**src/rtl/demux_fifo_n_if.sv**
```systemverilog
// Bus bundle for demux_fifo_n: input word/selector handshake plus per-channel drain side.
// Carries drop_cnt only when DEMUX_DROP_CNT_EN is defined.
interface demux_fifo_n_if #(
    parameter int DATA_W = 8,
    parameter int NUM_CH = 4,
    parameter int SEL_W  = 2
);
    logic [DATA_W-1:0]        data_in;
    logic                     valid_in;
    logic [SEL_W-1:0]         selector;
    logic                     in_ready;
    logic [NUM_CH-1:0]        pop;
    logic [NUM_CH*DATA_W-1:0] data_out;
    logic [NUM_CH-1:0]        valid_out;
    logic [NUM_CH-1:0]        almost_full;
    logic                     error;
`ifdef DEMUX_DROP_CNT_EN
    logic [7:0]               drop_cnt;

    modport master (
        output data_in, valid_in, selector, pop,
        input  in_ready, data_out, valid_out, almost_full, error, drop_cnt
    );
    modport slave (
        input  data_in, valid_in, selector, pop,
        output in_ready, data_out, valid_out, almost_full, error, drop_cnt
    );
`else
    modport master (
        output data_in, valid_in, selector, pop,
        input  in_ready, data_out, valid_out, almost_full, error
    );
    modport slave (
        input  data_in, valid_in, selector, pop,
        output in_ready, data_out, valid_out, almost_full, error
    );
`endif
endinterface

```
**src/rtl/demux_fifo_n.sv**
```systemverilog
// 1-to-NUM_CH demultiplexer with an independent show-ahead FIFO per channel.
// Optional saturating drop counter enabled by defining DEMUX_DROP_CNT_EN.
module demux_fifo_n #(
    parameter int DATA_W   = 8,
    parameter int NUM_CH   = 4,
    parameter int SEL_W    = 2,
    parameter int FIFO_AW  = 2,
    parameter int AF_LEVEL = 3
) (
    input  logic           clk,
    input  logic           reset,
    demux_fifo_n_if.slave  bus
);
    localparam int CW = FIFO_AW + 1;
    localparam int DEPTH = 2 ** FIFO_AW;
    localparam logic [CW-1:0]      DEPTH_C = CW'(DEPTH);
    localparam logic [CW-1:0]      AF_C    = CW'(AF_LEVEL);
    localparam logic [CW-1:0]      CNT_ONE = CW'(1);
    localparam logic [CW-1:0]      CNT_ZERO = CW'(0);
    localparam logic [FIFO_AW-1:0] PTR_ONE = FIFO_AW'(1);
    localparam logic [FIFO_AW-1:0] PTR_ZERO = FIFO_AW'(0);

    logic [CW-1:0]      count_q  [NUM_CH];
    logic [CW-1:0]      count_d  [NUM_CH];
    logic [FIFO_AW-1:0] wr_ptr_q [NUM_CH];
    logic [FIFO_AW-1:0] wr_ptr_d [NUM_CH];
    logic [FIFO_AW-1:0] rd_ptr_q [NUM_CH];
    logic [FIFO_AW-1:0] rd_ptr_d [NUM_CH];
    logic [DATA_W-1:0]  mem_q    [NUM_CH][DEPTH];
    logic [NUM_CH-1:0]  push_s;
    logic [NUM_CH-1:0]  pop_s;
    logic               in_ready_s;
    logic               error_d;
    logic               error_q;
`ifdef DEMUX_DROP_CNT_EN
    logic [7:0]         drop_cnt_q;
`endif

    // Route the input word and compute next pointer/count state for every channel.
    always_comb begin
        in_ready_s = 1'b0;
        for (int k = 0; k < NUM_CH; k++) begin
            in_ready_s = (int'(bus.selector) == k) ? (count_q[k] != DEPTH_C) : in_ready_s;
        end
        error_d = bus.valid_in && !in_ready_s;
        for (int k = 0; k < NUM_CH; k++) begin
            push_s[k]   = bus.valid_in && in_ready_s && (int'(bus.selector) == k);
            pop_s[k]    = bus.pop[k] && (count_q[k] != CNT_ZERO);
            wr_ptr_d[k] = push_s[k] ? (wr_ptr_q[k] + PTR_ONE) : wr_ptr_q[k];
            rd_ptr_d[k] = pop_s[k]  ? (rd_ptr_q[k] + PTR_ONE) : rd_ptr_q[k];
            case ({push_s[k], pop_s[k]})
                2'b10:   count_d[k] = count_q[k] + CNT_ONE;
                2'b01:   count_d[k] = count_q[k] - CNT_ONE;
                default: count_d[k] = count_q[k];
            endcase
        end
    end

    // Pointer, count and error state; reset discards all buffered words at once.
    always_ff @(posedge clk or posedge reset) begin
        if (reset) begin
            for (int k = 0; k < NUM_CH; k++) begin
                count_q[k]  <= CNT_ZERO;
                wr_ptr_q[k] <= PTR_ZERO;
                rd_ptr_q[k] <= PTR_ZERO;
            end
            error_q <= 1'b0;
        end else begin
            for (int k = 0; k < NUM_CH; k++) begin
                count_q[k]  <= count_d[k];
                wr_ptr_q[k] <= wr_ptr_d[k];
                rd_ptr_q[k] <= rd_ptr_d[k];
            end
            error_q <= error_d;
        end
    end

    // FIFO storage; never read while the channel is empty, so it needs no reset.
    always_ff @(posedge clk) begin
        for (int k = 0; k < NUM_CH; k++) begin
            if (push_s[k]) begin
                mem_q[k][wr_ptr_q[k]] <= bus.data_in;
            end
        end
    end

`ifdef DEMUX_DROP_CNT_EN
    // Saturating count of dropped words, stepped alongside the error pulse.
    always_ff @(posedge clk or posedge reset) begin
        if (reset) begin
            drop_cnt_q <= 8'd0;
        end else if (error_d && (drop_cnt_q != 8'hFF)) begin
            drop_cnt_q <= drop_cnt_q + 8'd1;
        end else begin
            drop_cnt_q <= drop_cnt_q;
        end
    end

    assign bus.drop_cnt = drop_cnt_q;
`endif

    // Show-ahead outputs derived purely from registered state.
    always_comb begin
        bus.data_out    = {(NUM_CH*DATA_W){1'b0}};
        bus.valid_out   = {NUM_CH{1'b0}};
        bus.almost_full = {NUM_CH{1'b0}};
        for (int k = 0; k < NUM_CH; k++) begin
            bus.valid_out[k]   = (count_q[k] != CNT_ZERO);
            bus.almost_full[k] = (count_q[k] >= AF_C);
            bus.data_out[k*DATA_W +: DATA_W] = bus.valid_out[k] ? mem_q[k][rd_ptr_q[k]]
                                                                : {DATA_W{1'b0}};
        end
    end

    assign bus.in_ready = in_ready_s;
    assign bus.error    = error_q;

endmodule

```
**src/flat_wrapper.sv**
```systemverilog
// flat-port wrapper written by rule: the top's interface ports become plain ports
module demux_fifo_n_flat 
#(
    parameter int DATA_W   = 8,
    parameter int NUM_CH   = 4,
    parameter int SEL_W    = 2,
    parameter int FIFO_AW  = 2,
    parameter int AF_LEVEL = 3
)
  (clk, reset, bus_data_in, bus_valid_in, bus_selector, bus_pop, bus_in_ready, bus_data_out, bus_valid_out, bus_almost_full, bus_error);
  demux_fifo_n_if #(.DATA_W(DATA_W), .NUM_CH(NUM_CH), .SEL_W(SEL_W)) bus_i ();
  input  logic clk;
  input  logic reset;
  input wire logic [$bits(bus_i.data_in)-1:0] bus_data_in;
  input wire logic [$bits(bus_i.valid_in)-1:0] bus_valid_in;
  input wire logic [$bits(bus_i.selector)-1:0] bus_selector;
  input wire logic [$bits(bus_i.pop)-1:0] bus_pop;
  output wire logic [$bits(bus_i.in_ready)-1:0] bus_in_ready;
  output wire logic [$bits(bus_i.data_out)-1:0] bus_data_out;
  output wire logic [$bits(bus_i.valid_out)-1:0] bus_valid_out;
  output wire logic [$bits(bus_i.almost_full)-1:0] bus_almost_full;
  output wire logic [$bits(bus_i.error)-1:0] bus_error;
  assign bus_i.data_in = bus_data_in;
  assign bus_i.valid_in = bus_valid_in;
  assign bus_i.selector = bus_selector;
  assign bus_i.pop = bus_pop;
  assign bus_in_ready = bus_i.in_ready;
  assign bus_data_out = bus_i.data_out;
  assign bus_valid_out = bus_i.valid_out;
  assign bus_almost_full = bus_i.almost_full;
  assign bus_error = bus_i.error;
  demux_fifo_n #(.DATA_W(DATA_W), .NUM_CH(NUM_CH), .SEL_W(SEL_W), .FIFO_AW(FIFO_AW), .AF_LEVEL(AF_LEVEL)) u_core (.clk(clk), .reset(reset), .bus(bus_i));
endmodule
```
**config.mk**
```make
export PLATFORM = sky130hd
export DESIGN_NAME = demux_fifo_n_flat
export DESIGN_NICKNAME = d
export VERILOG_FILES = /design/src/rtl/demux_fifo_n_if.sv /design/src/rtl/demux_fifo_n.sv /design/src/flat_wrapper.sv
export SDC_FILE = /design/constraint.sdc
export NUM_CORES = 1
export LEC_CHECK = 0
export CORE_UTILIZATION = 45
export CTS_BUF_LIST = sky130_fd_sc_hd__clkbuf_2 sky130_fd_sc_hd__clkbuf_4 sky130_fd_sc_hd__clkbuf_8
export DETAILED_ROUTE_END_ITERATION = 6
export PLACE_DENSITY = 0.76
export SYNTH_ARGS = -nofsm -noshare
export SYNTH_HDL_FRONTEND = slang
export SYNTH_SLANG_ARGS = --single-unit
```
**constraint.sdc**
```tcl
create_clock -name clk -period 2.2 [get_ports clk]
set_input_delay 0.33 -clock clk [delete_from_list [all_inputs] [get_ports clk]]
set_output_delay 0.33 -clock clk [all_outputs]
set_load 0.005 [all_outputs]
```
==> results of run 1 <==
## kinds of logic (layout without fill, tap and decap cells)
logic type	after synthesis	count (layout)
xor gates and xnor gates	24	24
AOI/OAI and AO/OA	7	7
buffers and inverters	39	199
and+or+nand+nor	79	79
adders and majority gates	24	24
muxes	40	40
DFF	157	157
## routing by layer
| layer | wire length, um | vias to the layer above | GRT usage |
|---|---|---|---|
| li1 | - | 1660 | - |
| met1 | 5380 | 1821 | 0.218 |
| met2 | 6770 | 60 | 0.310 |
| met3 | 392 | 19 | 0.0451 |
| met4 | 242 | 0 | 0.0702 |
| met5 | 0 | - | 0 |
## sequential cells by signal, indices dropped and copies added, names as in the netlist
| name | count |
|---|---|
| u_core.mem_q | 128 |
| u_core.bus.error | 1 |
| u_core.wr_ptr_q | 8 |
| u_core.count_q | 12 |
| u_core.rd_ptr_q | 8 |
## through the flow
stage,setup slack [ns],total power [mW],setup TNS (ns)
global placement,-0.0412,7.73,-0.0574
global route,-0.0823,11.4,-0.494
finish,0.00643,10.7,0
floorplan,0.331,6.19,0
detailed placement,-0.0948,7.89,-0.399
CTS,-0.120,10.6,-1.09
## path summary, 6_finish.rpt
check / startpoint / to / slack [ns]
max reg2reg: u_core.count_q[7] / u_core.count_q[7] / 0.08
min in group clk: bus_pop[1] / u_core.rd_ptr_q[5] / 0.50
max: u_core.rd_ptr_q[4] / bus_data_out[15] / 0.006
min reg2reg: u_core.count_q[8] / u_core.count_q[8] / 0.54
max in group asynchronous: reset / u_core.count_q[9] / 1.59
min: reset / u_core.wr_ptr_q[3] / 0.27
## cell type report
class / instances / area share
clock buffer: 26 / 0.0372
inverter: 26 / 0.0113
timing repair buffer: 141 / 0.146
clock inverter: 6 / 0.0100
sequential: 157 / 0.531
multi-input combinational: 174 / 0.237
tap: 184 / 0.0267
## timing repair
item	in CTS	in global routing
buffers inserted	32	10
cloned	1	0
pin swaps	25	17
endpoints found under the setup margin	37	34
gates resized for setup	134	52
## where the power goes
group	leakage, nW	internal, mW	switching, mW
combinational	1.63	2.85	1.69
clock	0.212	1.17	0.959
sequential	1.49	3.65	0.402
## Yosys cell counts, types with 4 or more instances
cell type / n / area share
a21o_1: 4 / 0.0045
and2_1: 50 / 0.046
buf_6: 7 / 0.012
clkbuf_2: 4 / 0.0030
dfrtp_1: 29 / 0.11
edfxtp_1: 128 / 0.57
fa_1: 4 / 0.012
ha_1: 20 / 0.037
inv_1: 26 / 0.014
mux2i_1: 4 / 0.0059
mux4_2: 32 / 0.11
nand3_2: 4 / 0.0059
nor2_1: 7 / 0.0039
or3_1: 4 / 0.0037
xnor2_1: 12 / 0.016
xor2_1: 12 / 0.016
## worst reg2reg max path, stage by stage, from the launching register on
cell	delay, ns
dfrtp_2	0.45
or3_4	0.38
buf_4	0.17
and2_4	0.17
ha_1	0.22
inv_1	0.08
fa_1	0.42
mux2i_1	0.15
==> impl_metrics.csv, run 1 <==
group,metric,value,unit
status,status,"finished clean",
worst_setup_path,path_class,"reg2out",
timing,grt_setup_unrepaired,"true",
timing,hold_violations,0,
yosys,synth_simple_gate_area_share,0.0795,
yosys,ys_seq_elements,157,
yosys,synth_compound_area_frac,0.0106,
worst_setup_path,path_max_fanout,4,
clocking,htree_levels,4,
detailed_routing,avgViaCountPerCell,4.99,
cells_and_area,layout_common_cells,"edfxtp_1 (128), buf_4 (56), buf_6 (34), mux4_2 (32), and2_1 (30)",
worst_setup_path,cpLargestDelayFamily,"multiplexers",
place,place_congestion,0.779,
yosys,syn_area,6740,um^2
global_routing,grt_max_degree,30,
detailed_routing,vias,3560,
worst_setup_path,arrival,1.86,ns
timing,tightest_slew,0.722,ns
clocking,clkLatencyLatePin,0.44,ns
timing,fin_worst_skew,0.00751,ns
clocking,cts_buffers,17,
timing,holdWs,0.269,ns
place,dp.cells,644,
cells_and_area,multi_input_area,2050,um^2
cells_and_area,finalInstanceArea,8620,um^2
global_routing,antenna_found_initial,0,
clocking,cts_hold_buf,0,
floorplanning,start_util,0.462,
power_and_ir_drop,vdd_drop_max,562,uV
min_path,hold_class,"in2async",
worst_setup_path,crit_buf_inv,3,
yosys,synth_top_family_by_area,"multiplexers",
clocking,clk_pin_slew_worst_paths,0.07,ns
yosys,yosysUniqueCellTypes,31,
worst_setup_path,cp_slowest_cell,"mux4_2",
yosys,synth_ff_type,"edfxtp_1",
yosys,synthesis.nets,411,
detailed_routing,initialDrtViolationCount,217,
worst_setup_path,endpoint_kind,"output port",
floorplanning,core,14600,um^2
detailed_routing,ant_nets,0,
clocking,cts.sinks,157,
timing,finalCritPeriodShare,0.997,
worst_setup_path,cp_num_cells,5,
global_routing,grt_pass1_wl,20700,um
global_routing,overflow,0,
detailed_routing,wl,12800,um
yosys,async_flop_share,0.185,
clocking,cts_tree,"yes",
timing,fmax,456,MHz
timing,setup_viol_count_final,0,
cells_and_area,num_antenna_cells,0,
place,dpl-instance-area,7810,um^2
worst_setup_path,rr_worst_depth,7,
yosys,synthMuxAreaShare,0.121,
cells_and_area,layout_commonest_cell,"edfxtp_1",
timing,slew_headroom,0.517,
clocking,clockBufferDepth,2,
yosys,yosysWarningCount,0,
worst_setup_path,crit_path_max_incr_delay,0.50,ns
cells_and_area,final_net_count,558,
floorplanning,die_h,124,um
worst_setup_path,cp_cell_sequence,"buf_6, buf_6, mux4_2, and2_4, buf_6",
floorplanning,num_rows,44,
flow_run,maxCapViolCount,0,
worst_setup_path,crit_required,1.87,ns
yosys,synthAdderAreaFrac,0.0490,
timing,period_needed,2.19,ns
worst_setup_path,cp_common_cell,"buf_6",
place,dp_hpwl,8270,um
yosys,yosysSeqAreaShare,0.678,
power_and_ir_drop,leakagePower,3.33,nW
worst_setup_path,worstSetupStartpointType,"flip-flop",
detailed_routing,firstDrtPassIters,4,
yosys,synth_edf_count,128,
cells_and_area,instances_no_fill,714,
floorplanning,die-area,15500,um^2
floorplanning,dieWidth,124,um
yosys,synth_area_per_cell,18.2,um^2
global_routing,grt_pass1_vias,3957,
detailed_routing,routedWlPerCell,17.9,um
cells_and_area,drive_above_1_share,0.419,
power_and_ir_drop,power_density,1240,nW/um^2
yosys,postSynthCellCount,370,
cells_and_area,final_core_util,0.591,
global_routing,grtUsageTotal,0.180,
timing,slew_viol_final,0,
floorplanning,io_pins,59,
cells_and_area,fillers,1064,
cells_and_area,syn2layout_area_growth,27.9,%
detailed_routing,drc_errors,0,
clocking,root_buffer,"clkbuf_8",
cells_and_area,final-seq-area,4580,um^2
yosys,synth-xor-area-share,0.0312,
place,portBuffers,58,
Note: power is estimated with default switching activity, not from simulation.
==> run 2: changes to the inputs <==
--- a/config.mk
+++ b/config.mk
@@ -5,10 +5,12 @@
 export SDC_FILE = /design/constraint.sdc
 export NUM_CORES = 1
 export LEC_CHECK = 0
-export CORE_UTILIZATION = 45
+export CORE_MARGIN = 2
+export CORE_UTILIZATION = 35
 export CTS_BUF_LIST = sky130_fd_sc_hd__clkbuf_2 sky130_fd_sc_hd__clkbuf_4 sky130_fd_sc_hd__clkbuf_8
 export DETAILED_ROUTE_END_ITERATION = 6
-export PLACE_DENSITY = 0.76
+export PLACE_DENSITY = 0.64
+export REMOVE_ABC_BUFFERS = 1
 export SYNTH_ARGS = -nofsm -noshare
 export SYNTH_HDL_FRONTEND = slang
 export SYNTH_SLANG_ARGS = --single-unit
==> run 2 against run 1 <==
  * The run now ends with setup timing left
  * Clock-buffer cell count decreased by 9
  * Total power increased by 3.2%
  * Cell area up 3.6%
  * Sequential share of layout area is 1.9 points lower
  * Sequential power down 1%
  * Register-to-register slack improved by 0.02 ns
  * Via count increased by 1.5%
  * Combinational power increased by 7.3%
  * Cell count increased by 8.4%
  * Maximum frequency is 0.85% lower
  * Core utilization is 11 points lower
  * Critical path type unchanged
  * Critical endpoint is now bus_data_out[11]
==> impl_metrics.csv, run 2 (synthesized netlist as in run 1, its figures left out) <==
group,metric,value,unit
status,status,"complete, but fails checks",
status,violations,"setup timing",
timing,grt_setup_unrepaired,"true",
global_routing,grtUsageTotal,0.143,
detailed_routing,ant_nets,0,
cells_and_area,final-seq-area,4570,um^2
timing,slew_viol_final,0,
min_path,hold_class,"in2async",
worst_setup_path,path_class,"reg2out",
worst_setup_path,path_max_fanout,3,
timing,fmax,452,MHz
global_routing,overflow,0,
cells_and_area,num_antenna_cells,0,
worst_setup_path,worstSetupStartpointType,"flip-flop",
global_routing,grt_pass1_vias,3977,
place,dp.cells,698,
timing,hold_violations,0,
global_routing,grt_pass1_wl,21200,um
timing,setup_ws,-0.0123,ns
power_and_ir_drop,vdd_drop_max,480,uV
clocking,cts_tree,"yes",
floorplanning,core,18800,um^2
power_and_ir_drop,leakagePower,3.41,nW
floorplanning,die_h,143,um
worst_setup_path,reg2reg_slack,0.10,ns
clocking,htree_levels,4,
cells_and_area,layout_common_cells,"edfxtp_1 (128), buf_4 (55), buf_6 (43), mux4_2 (32)",
place,dp_hpwl,8820,um
clocking,root_buffer,"clkbuf_8",
timing,period_needed,2.21,ns
global_routing,antenna_found_initial,0,
worst_setup_path,endpoint_kind,"output port",
place,pre_cts_ws,-0.124,ns
worst_setup_path,regToRegStartpoint,"u_core.count_q[6]",
timing,holdWs,0.234,ns
detailed_routing,firstDrtPassIters,4,
cells_and_area,drive_above_1_share,0.441,
cells_and_area,multi_input_area,2070,um^2
place,portBuffers,58,
floorplanning,die-area,20400,um^2
clocking,clockBufferDepth,2,
power_and_ir_drop,power_density,1240,nW/um^2
cells_and_area,layout_commonest_cell,"edfxtp_1",
timing,tightest_slew,0.742,ns
detailed_routing,drc_errors,0,
worst_setup_path,rr_worst_depth,11,
place,place_congestion,0.715,
floorplanning,start_util,0.359,
worst_setup_path,crit_required,1.87,ns
cells_and_area,final_net_count,568,
cells_and_area,fillers,1614,
floorplanning,dieWidth,143,um
global_routing,grt_max_degree,30,
clocking,cts_buffers,17,
timing,finalCritPeriodShare,1.01,
timing,fin_worst_skew,0.00952,ns
cells_and_area,instances_no_fill,774,
floorplanning,io_pins,59,
clocking,cts.sinks,157,
detailed_routing,wl,13600,um
detailed_routing,initialDrtViolationCount,260,
detailed_routing,routedWlPerCell,17.5,um
timing,setup_viol_count_final,2,
clocking,clkLatencyLatePin,0.46,ns
cells_and_area,largest_reg_flops,128,
detailed_routing,avgViaCountPerCell,4.67,
detailed_routing,vias,3614,
timing,slew_headroom,0.504,
worst_setup_path,worstReg2RegEnd,"u_core.count_q[8]",
cells_and_area,syn2layout_area_growth,32.5,%
flow_run,maxCapViolCount,0,
worst_setup_path,worstSetupStartpoint,"u_core.rd_ptr_q[4]",
clocking,clk_pin_slew_worst_paths,0.09,ns
worst_setup_path,crit_end,"bus_data_out[11]",
worst_setup_path,arrival,1.88,ns
floorplanning,num_rows,50,
==> run 2: changes by cell type in the layout (fill, tap and decap cells not counted), moves of 2 or more <==
cell	before	now
clkbuf_2	16	4
buf_12	2	11
buf_6	34	43
buf_2	4	11
clkbuf_4	6	0
and2_1	30	26
and2_4	22	26
clkbuf_8	20	17
clkinvlp_4	1	4
clkinv_1	0	2
clkinv_4	1	3
==> run 2: what timing repair did <==
item	4_1_cts	5_1_grt
endpoints found under the setup margin	37	33
resized for setup	180	40
hold buffers	0	0
buffers inserted	39	9
gates cloned	1	0
pin swaps	33	13
==> run 2: per-stage QoR <==
| stage | area (um^2) | power (mW) | utilization | setup TNS (ns) |
|---|---|---|---|---|
| after floorplan | 6630 | 6.02 | - | 0 |
| after global placement | 8010 | 7.79 | 0.427 | -0.144 |
| after detailed placement | 8010 | 7.93 | 0.427 | -0.449 |
| after CTS | 8800 | 10.8 | 0.469 | -0.481 |
| after global routing | 8930 | 11.7 | 0.476 | -1.22 |
| final | 8930 | 11.1 | 0.476 | -0.0235 |
==> run 2: power by group <==
part	internal, mW	switching, mW	total, mW
logic	3.09	1.77	4.87
clock network	1.11	1.07	2.19
registers	3.64	0.360	4.00
total	7.85	3.21	11.1
==> run 2: cell type report <==
| type | instances | share of cell area |
|---|---|---|
| clock buffers | 17 | 0.0262 |
| clock inverters | 15 | 0.0193 |
| inverters | 26 | 0.0109 |
| multi-input cells | 174 | 0.232 |
| flip-flops and latches | 157 | 0.512 |
| well taps | 234 | 0.0328 |
| repair buffers | 151 | 0.167 |
==> run 2: worst max-delay path: stages, from the launching register on <==
cell and delay, ns:
dfrtp_1 0.40, buf_6 0.13, buf_6 0.09, buf_6 0.08
mux4_2 0.47, and2_1 0.14, buf_2 0.12
==> run 2: worst min-delay path by stage <==
stage / startpoint / to / slack, ns / depth (start not counted)
3_3_place_gp: u_core.count_q[8] / u_core.count_q[8] / 0.49 / 1
3_5_place_dp: u_core.count_q[11] / u_core.count_q[11] / 0.50 / 1
5_1_grt: reset / u_core.count_q[8] / 0.29 / 3
6_report: reset / u_core.count_q[6] / 0.23 / 3
4_1_cts: reset / u_core.count_q[7] / 0.24 / 3
2_1_floorplan: reset / u_core.bus.error / 0.41 / 1
==> run 2: layer usage <==
metal / vias to the layer above / global-route usage / part of all wire
met2: 59 / 0.249 / 0.53
met1: 1853 / 0.171 / 0.41
met5: - / 0 / 0
met3: 21 / 0.0372 / 0.045
li1: 1681 / - / -
met4: 0 / 0.0532 / 0.015
